## config.mk

```make
export PLATFORM = sky130hd
export DESIGN_NAME = uart_autobaud
export DESIGN_NICKNAME = d
export VERILOG_FILES = /design/src/rtl/uart_autobaud.sv
export SDC_FILE = /design/constraint.sdc
export NUM_CORES = 1
export LEC_CHECK = 0
export CAP_MARGIN = 10
export CORE_ASPECT_RATIO = 1.2
export CORE_UTILIZATION = 60
export DETAILED_ROUTE_END_ITERATION = 8
export PLACE_DENSITY = 0.75
export SYNTH_ARGS = -nofsm -noshare
export SYNTH_HDL_FRONTEND = slang
export SYNTH_SLANG_ARGS = --single-unit
```

## constraint.sdc

```tcl
create_clock -name clk -period 12.51 [get_ports clk]
set_clock_uncertainty 0.1 [all_clocks]
set_input_delay 2.502 -clock clk [delete_from_list [all_inputs] [get_ports clk]]
set_output_delay 2.502 -clock clk [all_outputs]
set_load 0.03 [all_outputs]
```

## src/rtl/uart_autobaud.sv

```systemverilog
// UART auto-baud detector: measures the bit time of a 0x55 sync byte
// and publishes it as a clocks-per-bit divisor.
module uart_autobaud #(
    parameter int                   CNT_WIDTH = 16,
    parameter int                   FILT_LEN  = 3,
    parameter int                   MIN_DIV   = 8,
    parameter logic [CNT_WIDTH-1:0] DEF_DIV   = 16'd868
) (
    input  logic                 clk,
    input  logic                 rst,
    input  logic                 rx,
    input  logic                 start,
    output logic                 busy,
    output logic                 done,
    output logic                 err,
    output logic [CNT_WIDTH-1:0] div,
    output logic                 div_vld
);

    localparam int SW = CNT_WIDTH + 3;
    localparam logic [CNT_WIDTH-1:0] CMAX = '1;
    localparam logic [CNT_WIDTH-1:0] ONE  = {{(CNT_WIDTH-1){1'b0}}, 1'b1};

    typedef enum logic [1:0] {IDLE, ARMED, MEASURE, STOP_CHK} state_e;

    state_e state_q, state_d;

    logic                 s1_q, s2_q;
    logic [FILT_LEN-1:0]  hist_q;
    logic                 filt_q, filt_d, prev_q;
    logic                 fall, rise;

    logic [CNT_WIDTH-1:0] cnt_q, cnt_d, i1_q, i1_d, div_q, div_d;
    logic [SW-1:0]        sum_q, sum_d;
    logic [1:0]           nfall_q, nfall_d;
    logic                 vld_q, vld_d, done_q, done_d, err_q, err_d;

    logic [CNT_WIDTH-1:0] ival, dev, half, eighth;
    logic [SW-1:0]        d_full;
    logic                 sat, in_tol, low_ok, d_ok;

    // Filtered line only moves once the whole history window agrees
    always_comb begin
        filt_d = filt_q;
        if (&hist_q)
            filt_d = 1'b1;
        else if (~|hist_q)
            filt_d = 1'b0;
    end

    always_ff @(posedge clk or posedge rst) begin
        if (rst) begin
            s1_q   <= 1'b1;
            s2_q   <= 1'b1;
            hist_q <= '1;
            filt_q <= 1'b1;
            prev_q <= 1'b1;
        end else begin
            s1_q   <= rx;
            s2_q   <= s1_q;
            hist_q <= {hist_q[FILT_LEN-2:0], s2_q};
            filt_q <= filt_d;
            prev_q <= filt_q;
        end
    end

    assign fall = prev_q & ~filt_q;
    assign rise = ~prev_q & filt_q;

    assign sat    = (cnt_q == CMAX);
    assign ival   = cnt_q + ONE;
    assign dev    = (ival >= i1_q) ? ival - i1_q : i1_q - ival;
    assign in_tol = (dev <= (i1_q >> 2));
    assign half   = i1_q >> 1;
    assign eighth = i1_q >> 3;
    assign low_ok = (ival >= half - eighth) && (ival <= half + eighth);
    assign d_full = (sum_q + {{(SW-3){1'b0}}, 3'd4}) >> 3;
    assign d_ok   = (d_full[SW-1:CNT_WIDTH] == '0) && (d_full >= SW'(MIN_DIV));

    always_ff @(posedge clk or posedge rst) begin
        if (rst)
            state_q <= IDLE;
        else
            state_q <= state_d;
    end

    always_comb begin
        state_d = state_q;
        unique case (state_q)
            IDLE:     if (start) state_d = ARMED;
            ARMED:    if (fall) state_d = MEASURE;
            MEASURE: begin
                if (sat)
                    state_d = IDLE;
                else if (fall) begin
                    if (nfall_q != 2'd0 && !in_tol)
                        state_d = IDLE;
                    else if (nfall_q == 2'd3)
                        state_d = STOP_CHK;
                end
            end
            STOP_CHK: if (sat || rise) state_d = IDLE;
            default:  state_d = IDLE;
        endcase
    end

    always_comb begin
        done_d  = 1'b0;
        err_d   = 1'b0;
        div_d   = div_q;
        vld_d   = vld_q;
        cnt_d   = cnt_q;
        i1_d    = i1_q;
        sum_d   = sum_q;
        nfall_d = nfall_q;
        unique case (state_q)
            ARMED: begin
                if (fall) begin
                    cnt_d   = '0;
                    sum_d   = '0;
                    nfall_d = 2'd0;
                end
            end
            MEASURE: begin
                if (sat)
                    err_d = 1'b1;
                else if (fall) begin
                    cnt_d   = '0;
                    nfall_d = nfall_q + 2'd1;
                    sum_d   = sum_q + {3'b000, ival};
                    if (nfall_q == 2'd0)
                        i1_d = ival;
                    else if (!in_tol)
                        err_d = 1'b1;
                end else
                    cnt_d = cnt_q + ONE;
            end
            STOP_CHK: begin
                if (sat)
                    err_d = 1'b1;
                else if (rise) begin
                    if (low_ok && d_ok) begin
                        done_d = 1'b1;
                        div_d  = d_full[CNT_WIDTH-1:0];
                        vld_d  = 1'b1;
                    end else
                        err_d = 1'b1;
                end else
                    cnt_d = cnt_q + ONE;
            end
            default: ;
        endcase
    end

    always_ff @(posedge clk or posedge rst) begin
        if (rst) begin
            cnt_q   <= '0;
            i1_q    <= '0;
            sum_q   <= '0;
            nfall_q <= 2'd0;
            div_q   <= DEF_DIV;
            vld_q   <= 1'b0;
            done_q  <= 1'b0;
            err_q   <= 1'b0;
        end else begin
            cnt_q   <= cnt_d;
            i1_q    <= i1_d;
            sum_q   <= sum_d;
            nfall_q <= nfall_d;
            div_q   <= div_d;
            vld_q   <= vld_d;
            done_q  <= done_d;
            err_q   <= err_d;
        end
    end

    assign busy    = (state_q != IDLE);
    assign done    = done_q;
    assign err     = err_q;
    assign div     = div_q;
    assign div_vld = vld_q;

endmodule

```

Yosys cells after proc, flatten, opt, wreduce, memory -nomap -nowiden
Index checks and enable logic that the tools add are counted.

Register bits after elaboration: 81. Word-level logic and storage cells: 102. Input bits: 4. Output and inout bits: 20.

Magnitude comparators: 5. $add $sub $neg: 8. Mux-type cells: 37. Bitwise logic cells: 5. Reductions and logical operators: 18. Equality and inequality tests: 15.

Operator list (count): $mux 16 (6); $mux 19 (3); $pmux 16 s3 (1); $pmux 19 s2 (1); $ge 16x16->1 (2); $sub 16x16->16 (2); $mux 2 (10); $add 19x16->19 (1); $add 19x3->19 const B (1); $add 15x13->16 (1); $add 16x1->16 const B (1); $eq 16x16->1 const B (1); $ge 16x4->1 const B (1); $le 16x14->1 (1); $le 16x16->1 (1); $ne 2x2->1 const B (8); $sub 15x13->16 (1); $mux 1 (13); $reduce_and 4->1 (3); $reduce_and 5->1 (2); $pmux 2 s4 (1); $eq 2x2->1 const B (3); $reduce_bool 2->1 (3); $logic_not 2->1 (2); other kinds (14) (19).

Longest topological paths before layout
Gate-level depths: netlist of the first run.

Word-level depth: 10. Mapped depth: 26. Depth with buffers taken out: 24.

Worst setup path after synthesis of the first run
No wires, ideal clock.

Path kind: register -> register. Start: register cnt_q[2]. End: register err_q (netlist: err). Library setup time: 0.122 ns. Arrival time: 5.311 ns. Cell stages (with the launch flop): 27. Period minus slack after synthesis: 5.532 ns. Setup slack: 6.978 ns. Path buffers: 2. Required time: 12.288 ns. Cells stage by stage: dfrtp_1 and3_1 and3_1 and3_1 and3_1 clkbuf_1 nand3_1 xor2_1 inv_1 ha_1 nand4_1 nor2_1 a311oi_1 a21oi_2 clkbuf_1 a211oi_1 a21oi_1 xor2_1 ha_1 a21o_1 a21o_1 a21oi_1 a21oi_1 o31ai_1 a21oi_1 or2_1 a32o_1.

Longest elaborated chain between the ends: 9. Elaborated cells between the ends (all ways): 19. Classes of those cells: add/sub: 3; order compare: 4; eq/ne: 1; mux: 9; reduce/logical: 2.

RTL lines: start, declared (line 33) `logic [CNT_WIDTH-1:0] cnt_q, cnt_d, i1_q, i1_d, div_q, div_d;`; start signal, assigned (line 166) `cnt_q <= cnt_d;`; $add 16x1->16 * (line 71) `assign ival = cnt_q + ONE;`; via ival[11] (line 38) `logic [CNT_WIDTH-1:0] ival, dev, half, eighth;`; $sub 16x16->16 or $ge 16x16->1 (tied branches) (line 72) `assign dev = (ival >= i1_q) ? ival - i1_q : i1_q - ival;`; $mux 16 (line 72); $le 16x14->1 (line 73) `assign in_tol = (dev <= (i1_q >> 2));`; $mux 1 (line 133) `else if (!in_tol)`; $mux 1 (line 131) `if (nfall_q == 2'd0)`; $mux 1 (line 127) `else if (fall) begin`; $mux 1 (line 125) `if (sat)`; $pmux 1 s2 * (line 116) `unique case (state_q)`; via err_d (line 36) `logic vld_q, vld_d, done_q, done_d, err_q, err_d;`; end signal, assigned (line 173) `err_q <= err_d;`; end, declared (line 36).

Mark *: on every way through the listed nets, which the timed path passes. The rest lies on a longest branch. A chain may end at the register's enable or synchronous reset.

Worst setup path after layout of the first run
Ends and elaborated chain as after synthesis.

==> results of run 1 <==
==> where the power goes <==
part           internal (mW)  leakage (nW)  switching, mW
combinational          0.529          3.11          0.718
sequential             0.298          1.06         0.0611
clock                  0.141         0.140          0.124
==> cells by family (layout without fill, tap and decap cells) <==
family	Yosys count	in the layout	synth area share, %
xor gates and xnor gates	84	84	9.059
and+or+nand+nor	272	272	16.72
adders and majority gates	128	128	20.18
muxes	24	24	3.605
DFF	81	81	25.14
AOI/OAI and AO/OA	272	272	20.86
buffers and inverters	93	106	4.437
==> critical path, delay by kind of cell, from the launching register on <==
family	cells	cell delay [ps]
mux	1	410
simple gates	11	2310
buf+inv	1	200
fa+ha+maj	2	740
xor+xnor	2	450
flops	1	420
compound gates	6	1600
==> state kept, by name (all words and copies together) (netlist names) <==
signal   count
cnt_q       16
s1_q         1
div_vld      1
hist_q       3
done         1
err          1
filt_q       1
prev_q       1
i1_q        16
state_q      2
sum_q       19
div         16
s2_q         1
nfall_q      2
==> worst paths after layout <==
path / to / slack (ps) / depth (start not counted)
max: err / 6180 / 23
min: s2_q / 260 / 0
max reg2reg: err / 6180 / 23
min reg2reg: s2_q / 260 / 0
max in group asynchronous: cnt_q[10] / 8850 / 3
min in group asynchronous: div_vld / 2450 / 2
==> Yosys cell counts, types with 12 or more instances <==
master,number
sky130_fd_sc_hd__ha_1,123
sky130_fd_sc_hd__xnor2_1,50
sky130_fd_sc_hd__a21oi_1,80
sky130_fd_sc_hd__o21ai_0,77
sky130_fd_sc_hd__nand3_1,23
sky130_fd_sc_hd__o21a_1,12
sky130_fd_sc_hd__and3_1,13
sky130_fd_sc_hd__clkbuf_1,24
sky130_fd_sc_hd__nor3_1,18
sky130_fd_sc_hd__nand2b_1,13
sky130_fd_sc_hd__dfrtp_1,69
sky130_fd_sc_hd__inv_1,63
sky130_fd_sc_hd__nor2b_1,15
sky130_fd_sc_hd__a21o_1,27
sky130_fd_sc_hd__nor2_1,65
sky130_fd_sc_hd__dfstp_2,12
sky130_fd_sc_hd__nand2_1,71
sky130_fd_sc_hd__xor2_1,34
sky130_fd_sc_hd__nand4_1,18
==> layout make-up <==
type,instances,area (sq um)
multi-input combinational,780,5719
fill,1111,4469
sequential,81,2042
timing repair buffer,27,260.3
inverter,63,237.7
clock buffer,9,225.2
tap,168,210.2
clock inverter,7,73.82
==> metrics by stage <==
| step | utilization (%) | setup WS, ps |
|---|---|---|
| floorplan | - | 6978 |
| global placement | 63.98 | 6410 |
| detailed placement | 63.98 | 6286 |
| CTS | 66.24 | 6239 |
| global route | 66.24 | 5488 |
| finish | 66.24 | 6179 |
==> metal layers <==
layer / global-route usage, % / up-vias / wire (microns)
met3: 3.471 / 52 / 560
met2: 57.32 / 153 / 10680
met5: 0 / - / 0
li1: - / 3432 / -
met1: 35.43 / 3316 / 8588
met4: 12.49 / 0 / 713
==> impl_summary.md, run 1 <==
Finish
For this run, the post-layout net count is approximately 1100. From synthesis to final layout, the design area changed by 7.965%. The top cell types in the final layout, fill and taps aside, are sky130_fd_sc_hd__ha_1 (123), sky130_fd_sc_hd__a21oi_1 (80), sky130_fd_sc_hd__o21ai_0 (77), sky130_fd_sc_hd__nand2_1 (71), sky130_fd_sc_hd__dfrtp_1 (69). After routing the design area is between 0.008 and 0.009 sq mm. Leaving out fill and tap cells, the most frequent cell in the layout is sky130_fd_sc_hd__ha_1.

Once layout is complete, the cells apart from fillers number 1135. Cells with a size suffix above 1 make up under 10% of the layout. The antenna diode count is 0.

Power
The power density over the cells is 213.3 mW/mm^2. The analysis attributes to cell leakage a power of 4.306 nW. The highest ir drop seen on vdd is 145.1 uV. Power comes to 1.870 mW.

Die
Measured along the y axis, the die boundary spans 129.4 microns. The placeable core region is 0.01324 sq mm. The die covers 0.01401 sq mm.

The width of the die is roughly 110 microns. The initial utilization of the core area, before any placement, comes to 61.35%. The number of rows created at floorplan is 46. 24 I/O pins were placed.

Synth
The proportion of synthesized chip area in sequential cells is 25.14%. After synthesis the netlist holds a flip-flop and latch count of 81. In the synthesized netlist, the number of instances is 954. Each instance of the synthesized netlist takes up on average 8.513 sq um. The share of flip-flops with an asynchronous set or reset is 100.0%. For this run, the leading register cell type out of synthesis is sky130_fd_sc_hd__dfrtp_1.

Of all cell types, the one taking the most synthesized area is sky130_fd_sc_hd__dfrtp_1. After synthesis, the cell types taking the most area are sky130_fd_sc_hd__dfrtp_1 (21%), sky130_fd_sc_hd__ha_1 (19%), sky130_fd_sc_hd__xnor2_1 (5.4%), sky130_fd_sc_hd__a21oi_1 (4.9%), sky130_fd_sc_hd__o21ai_0 (4.7%). The fraction of post-synthesis cell area in the top cell type by area is 21.26%. Summing every instance area after synthesis gives 0.008122 sq mm. The number of synthesized flops with an enable pin is 0. When the netlist entered floorplanning its net count stood at 1086. Yosys printed 0 warnings. The number of library cell types mapped by synthesis is a little under 70.

STA
Setup repair after global routing left no endpoint under its margin. The transition time at the pin with the least slew margin is 848.1 ps. The worst hold margin is 257.4 ps. Measured against its own limit, the worst slew margin works out to 43.46%. The final number of max-transition violations is 0. Static timing analysis puts the maximum clock frequency at 157.9 MHz. The hold violation total from the final report was 0. The count of endpoints failing setup in the final report is 0.

The share of the clock period used by the worst path after layout is 50.61%. The routed design could run at a clock period as short as 6331 ps. Adding up every negative setup slack in the final design gives 0 ps.

Route
For this block, the routed nets add up to 20540 microns of wire. The final antenna-violating net count is 0. The average wire per cell in the routed design is about 18 microns. The DRC violation total after the first TritonRoute iteration is 397.

After detailed routing, the number of vias per cell comes to 6.126. Before antenna repair, the detailed router went through 5 iterations. The total number of vias is 6953. In the routed design, unresolved DRC markers number 0.

Placement
Counting tap cells, the placed design contains a total of 1119 instances. Summed over all nets, the half-perimeter wirelength after detailed placement is 16390 microns. In this run the cell area measured after placement is between 0.008 and 0.009 sq mm. At the end of routability-driven placement, the weighted congestion stood at about 1. In this run the tool buffered the top-level ports with 23 buffer cells.

CTS
The tree built by TritonCTS fans out to 81 sinks. The total of cells resized after clock tree synthesis is 0. The insertion delay of the later-clocked pin in the worst-skew pair is 340 ps. TritonCTS built the clock tree. The number of setup buffers added after CTS is 0. The H-tree was split into 3 levels. The root buffer cell is sky130_fd_sc_hd__clkbuf_16. Clock tree synthesis inserted a total of 9 buffers. Clock-pin slew was measured on the worst setup and hold paths at 70 ps. After clock tree synthesis, the flow added hold-fix buffers numbering 0. The maximum buffer depth of the clock tree is 2.

Hold path
The worst hold path belongs to the class reg -> reg. The startpoint of the worst hold path is s1_q.

Worst setup path
On the worst path, the slowest cell contributes a delay of 720 ps. The critical path capture point type is a register. At the worst endpoint, the arrival time is 6470 ps. The signal on the critical path passes through and3_1 -> and3_1 -> and3_1 -> and3_1 -> nand2_1 -> xor2_1 -> inv_1 -> ha_1 -> nand4_1 -> nor2_1 -> a311oi_1 -> a21oi_2 -> mux2_2 -> o21ai_1 -> nand2_1 -> xor2_1 -> ha_1 -> nand4_1 -> nand2b_1 -> o32ai_1 -> a21oi_1 -> or2_1 -> a32o_1. The startpoint of the most critical setup path is cnt_q[2]. The class of the most critical setup path is reg -> reg.

The most common cell type on the critical path is sky130_fd_sc_hd__and3_1. The cell at the slowest stage of the critical path is sky130_fd_sc_hd__a21oi_2. The worst reg2reg path startpoint is cnt_q[2]. The required time at the worst-slack endpoint is roughly 13000 ps. The startpoint type of the worst setup path is a register. The largest fanout of any net on the critical path is 16.

Global routing
The via count of the first global-routing pass is 6790. The first global-routing pass estimated 33260 microns of wire. Entering global routing, the biggest net connects 44 pins.

The initial antenna violation count is 0. The residual overflow from global routing is 0. Across every metal layer, demand over resource in global routing totals between 30% and 40%.

Job
Across the run, the number of max-cap violations was 0.

Run status
The run finished with clean final reports.
No activity file was read; power rests on OpenSTA's default activity.
==> inputs of run 2 (changes only) <==
Settings changed: CORE_UTILIZATION 60 to 58, PLACE_DENSITY 0.75 to 0.76.
Clock period 12.51 ns to 5.15 ns, I/O delays scaled along.
==> run 2 against run 1 <==
Utilization grew 5.2 points. Cell count grew 9.0%. Non-clock buffer count grew 99.
==> impl_summary.md, run 2 (synthesized netlist as in run 1, its figures left out) <==
Placement
The wire-length estimate of the detail-placed layout is 17690 microns. During placement, the flow inserted port buffers numbering 23. The pre-CTS worst setup slack is -58.84 ps. The congestion estimate from routability-driven global placement came to about 1.0.

Route
The count of nets left with antenna violations once routing finished came out at 0. The first routing iteration left 561 violations. Summed over all layers, the routed wires come to 22530 microns. The number of detailed-route iterations in the first pass is 5.

Dividing the detail-routed via count by the number of cells gives 6.054. The average wire per cell in the routed design is 18.21 microns. The total number of vias is 7489. The number of DRC violations after detailed routing is 0.

STA
The shortest period the worst path allows is 5109 ps. The hold violation total from the final report was 0. Setup repair after global routing could not meet its margin everywhere.

In the finished design, the share of the clock period the worst path needs comes to 99.21%. The final number of max-transition violations came to 0. The relative slew slack is 38.88%. Setup slack on the critical path of the routed design comes to around 40 ps. The transition time at the pin with the least slew margin is 915.8 ps. The maximum frequency from static timing analysis is 195.7 MHz.

The count of endpoints failing setup in the final report is 0.

Power
Summed over all cells, the static leakage comes to 4.824 nW. Cell internal power was estimated by the tool at 2.739 mW. Combinational logic burns a little over two thirds of the power. In this run the power density over the cells is between 500 and 600 mW/mm^2. The proportion of total power due to net switching is 46.15%.

The worst-case IR drop observed on VDD is 355.3 uV. The net switching power of the design is 2.347 mW. The proportion of power drawn by the clock network is 13.2%.

The register share of total power is between 10% and 20%.

CTS
The number of clock buffers added by TritonCTS is 9. TritonCTS built the clock tree. The insertion delay of the later-clocked pin in the worst-skew pair is 340 ps.

Clock tree synthesis found a total of 81 sinks. The CTS H-tree depth is 3. The tree is rooted in a sky130_fd_sc_hd__clkbuf_16.

The maximum buffer depth of the clock tree is 2. The number of buffers added to fix hold violations after cts is 0. After clock tree synthesis, the clock-pin slew on the worst setup and hold paths is 70 ps.

Worst setup path
The critical path capture point type is a register. The cell at the slowest stage of the critical path is sky130_fd_sc_hd__dfrtp_1. The worst setup path is launched from a register. The delay of the slowest cell on the worst path is approximately 360 ps. The critical path crosses 24 cells after its start point.

Walking the worst path, the cells encountered are and3_4 -> and3_4 -> and3_4 -> and3_4 -> nand3_4 -> xor2_2 -> inv_2 -> ha_4 -> nand4_1 -> nor2_1 -> a311oi_2 -> buf_4 -> a2111oi_4 -> a31oi_2 -> a21oi_1 -> o21ai_0 -> nor2b_1 -> xor2_1 -> ha_1 -> nand4_1 -> o32ai_2 -> a21oi_1 -> or2_1 -> a32o_1. Along the worst path, the maximum fanout reaches 6. The cell type group with the largest total delay on the critical path is simple AND/OR/NAND/NOR gates. Data on the critical path is required at its endpoint by between 5000 and 6000 ps. In this design, the critical path's most frequently occurring cell is sky130_fd_sc_hd__and3_4. The class of the most critical setup path is reg -> reg. The sum of buffers and inverters on the critical path is 2.

The worst path arrival time is 5240 ps. The worst reg-to-reg path cell count is 24.

Die
The total I/O pin count is 24. The initial utilization of the core area, before any placement, comes to 59.02%. The die area is 0.01448 sq mm. The floorplan step defined a core boundary enclosing 0.01376 sq mm. The floorplan has 47 rows. The vertical die dimension is 131.6 microns. From left edge to right edge, the die measures 110.0 microns.

Finish
0 antenna diodes ended up in the layout. The net count reported at finish is 1193. The flip-flop count of the largest register, all copies and words added is 19. The library cells used most frequently in the layout, excluding fill and tap cells, are sky130_fd_sc_hd__ha_1 (117), sky130_fd_sc_hd__buf_4 (102), sky130_fd_sc_hd__o21ai_0 (71), sky130_fd_sc_hd__a21oi_1 (71), sky130_fd_sc_hd__nand2_1 (70). The library cell used most frequently in the layout, excluding fill and tap cells, is sky130_fd_sc_hd__ha_1. Ranked by flip-flop count, first place goes to sum_q.

Relative to the synthesized area, the layout overhead comes to 21.06%. The number of fillers in the final layout is 1066. Measured on the finished design, the core utilization comes to 71.45%. The fraction of layout instances using a drive strength above 1 is around a fifth.

Global routing
The first global-routing pass estimated 35370 microns of wire. Entering global routing, the biggest net connects 56 pins. The initial antenna violation count was 0. The global-route usage over all layers is 31.70%. Summed over all layers, the global routing overflow is 0. The via count of the first global-routing pass is ~7300.

Job
The number of maximum-capacitance violations is 0.

Hold path
The worst hold path passes through 0 cells. The worst hold path belongs to the class reg -> reg.

Run status
The run finished with clean final reports.
[run 2: cell types whose count changed in the layout (fill, tap and decap cells not counted), moves of 6 or more]
| cell | previous run | this run |
|---|---|---|
| sky130_fd_sc_hd__buf_4 | 4 | 102 |
| sky130_fd_sc_hd__a21oi_1 | 80 | 71 |
| sky130_fd_sc_hd__a21oi_2 | 1 | 9 |
| sky130_fd_sc_hd__ha_1 | 123 | 117 |
| sky130_fd_sc_hd__o21ai_0 | 77 | 71 |
[run 2: routing by layer]
metal  wire [microns]  track usage, %  vias up
met5                0               0        -
met2            11880           56.84      207
met3              753           4.117       68
met4             1099           17.41        0
li1                 -               -     3632
met1             8790           35.12     3582
[run 2: area by class of cell]
| class | instances | area (sq um) | share of cell area (%) |
|---|---|---|---|
| Multi-Input combinational cell | 780 | 6006 | 61.08 |
| Tap cell | 171 | 214.0 | 2.176 |
| Clock buffer | 10 | 239.0 | 2.431 |
| Inverter | 63 | 237.7 | 2.418 |
| Clock inverter | 6 | 75.07 | 0.7636 |
| Sequential cell | 81 | 2044 | 20.79 |
| Timing Repair Buffer | 126 | 1016 | 10.33 |
[run 2: through the flow]
step                hold WS [ps]  instance area, sq um  power, mW  instances  setup TNS, ps
floorplan                  245.2                  8205      3.162        954              0
global placement           246.7                  9239      4.166       1213         -246.9
detailed placement         247.8                  9239      4.213       1213         -58.84
CTS                        257.1                  9555      4.904       1229              0
global route               258.1                  9832      5.505       1237         -638.7
finish                     256.1                  9832      5.086       1237              0
[run 2: power by group through the flow]
stage	clock (mW)	combinational (mW)	sequential (mW)
after detailed placement	0	3.37	0.848
after global routing	0.703	3.95	0.856
after CTS	0.676	3.39	0.837
after floorplan	0	2.32	0.837
final	0.672	3.57	0.842
after global placement	0	3.32	0.845
[run 2: repair_timing]
item / 4_1_cts / 5_1_grt
pin swaps: 0 / 16
gates resized for setup: 3 / 52
endpoints found under the hold margin: 0 / 0
setup endpoints to repair: 9 / 21
buffers inserted: 0 / 8
[run 2: final timing paths]
check                          from      end  slack, ps
setup / recovery           cnt_q[3]      err         40
hold / removal                 s1_q     s2_q        260
setup reg to reg           cnt_q[3]      err         40
hold reg to reg                s1_q     s2_q        260
max in group asynchronous       rst  i1_q[4]       2950
min in group asynchronous       rst  i1_q[2]       1090
[run 2: worst reg2reg max path: stages (launching register included)]
cell,delay [ps]
sky130_fd_sc_hd__dfrtp_1,360
sky130_fd_sc_hd__and3_4,190
sky130_fd_sc_hd__and3_4,180
sky130_fd_sc_hd__and3_4,200
sky130_fd_sc_hd__and3_4,250
sky130_fd_sc_hd__nand3_4,90
sky130_fd_sc_hd__xor2_2,190
sky130_fd_sc_hd__inv_2,80
sky130_fd_sc_hd__ha_4,310
sky130_fd_sc_hd__nand4_1,190
sky130_fd_sc_hd__nor2_1,180
sky130_fd_sc_hd__a311oi_2,150
sky130_fd_sc_hd__buf_4,200
sky130_fd_sc_hd__a2111oi_4,320
sky130_fd_sc_hd__a31oi_2,80
sky130_fd_sc_hd__a21oi_1,240
sky130_fd_sc_hd__o21ai_0,90
sky130_fd_sc_hd__nor2b_1,130
sky130_fd_sc_hd__xor2_1,150
sky130_fd_sc_hd__ha_1,300
sky130_fd_sc_hd__nand4_1,110
sky130_fd_sc_hd__o32ai_2,260
sky130_fd_sc_hd__a21oi_1,60
sky130_fd_sc_hd__or2_1,300
sky130_fd_sc_hd__a32o_1,260
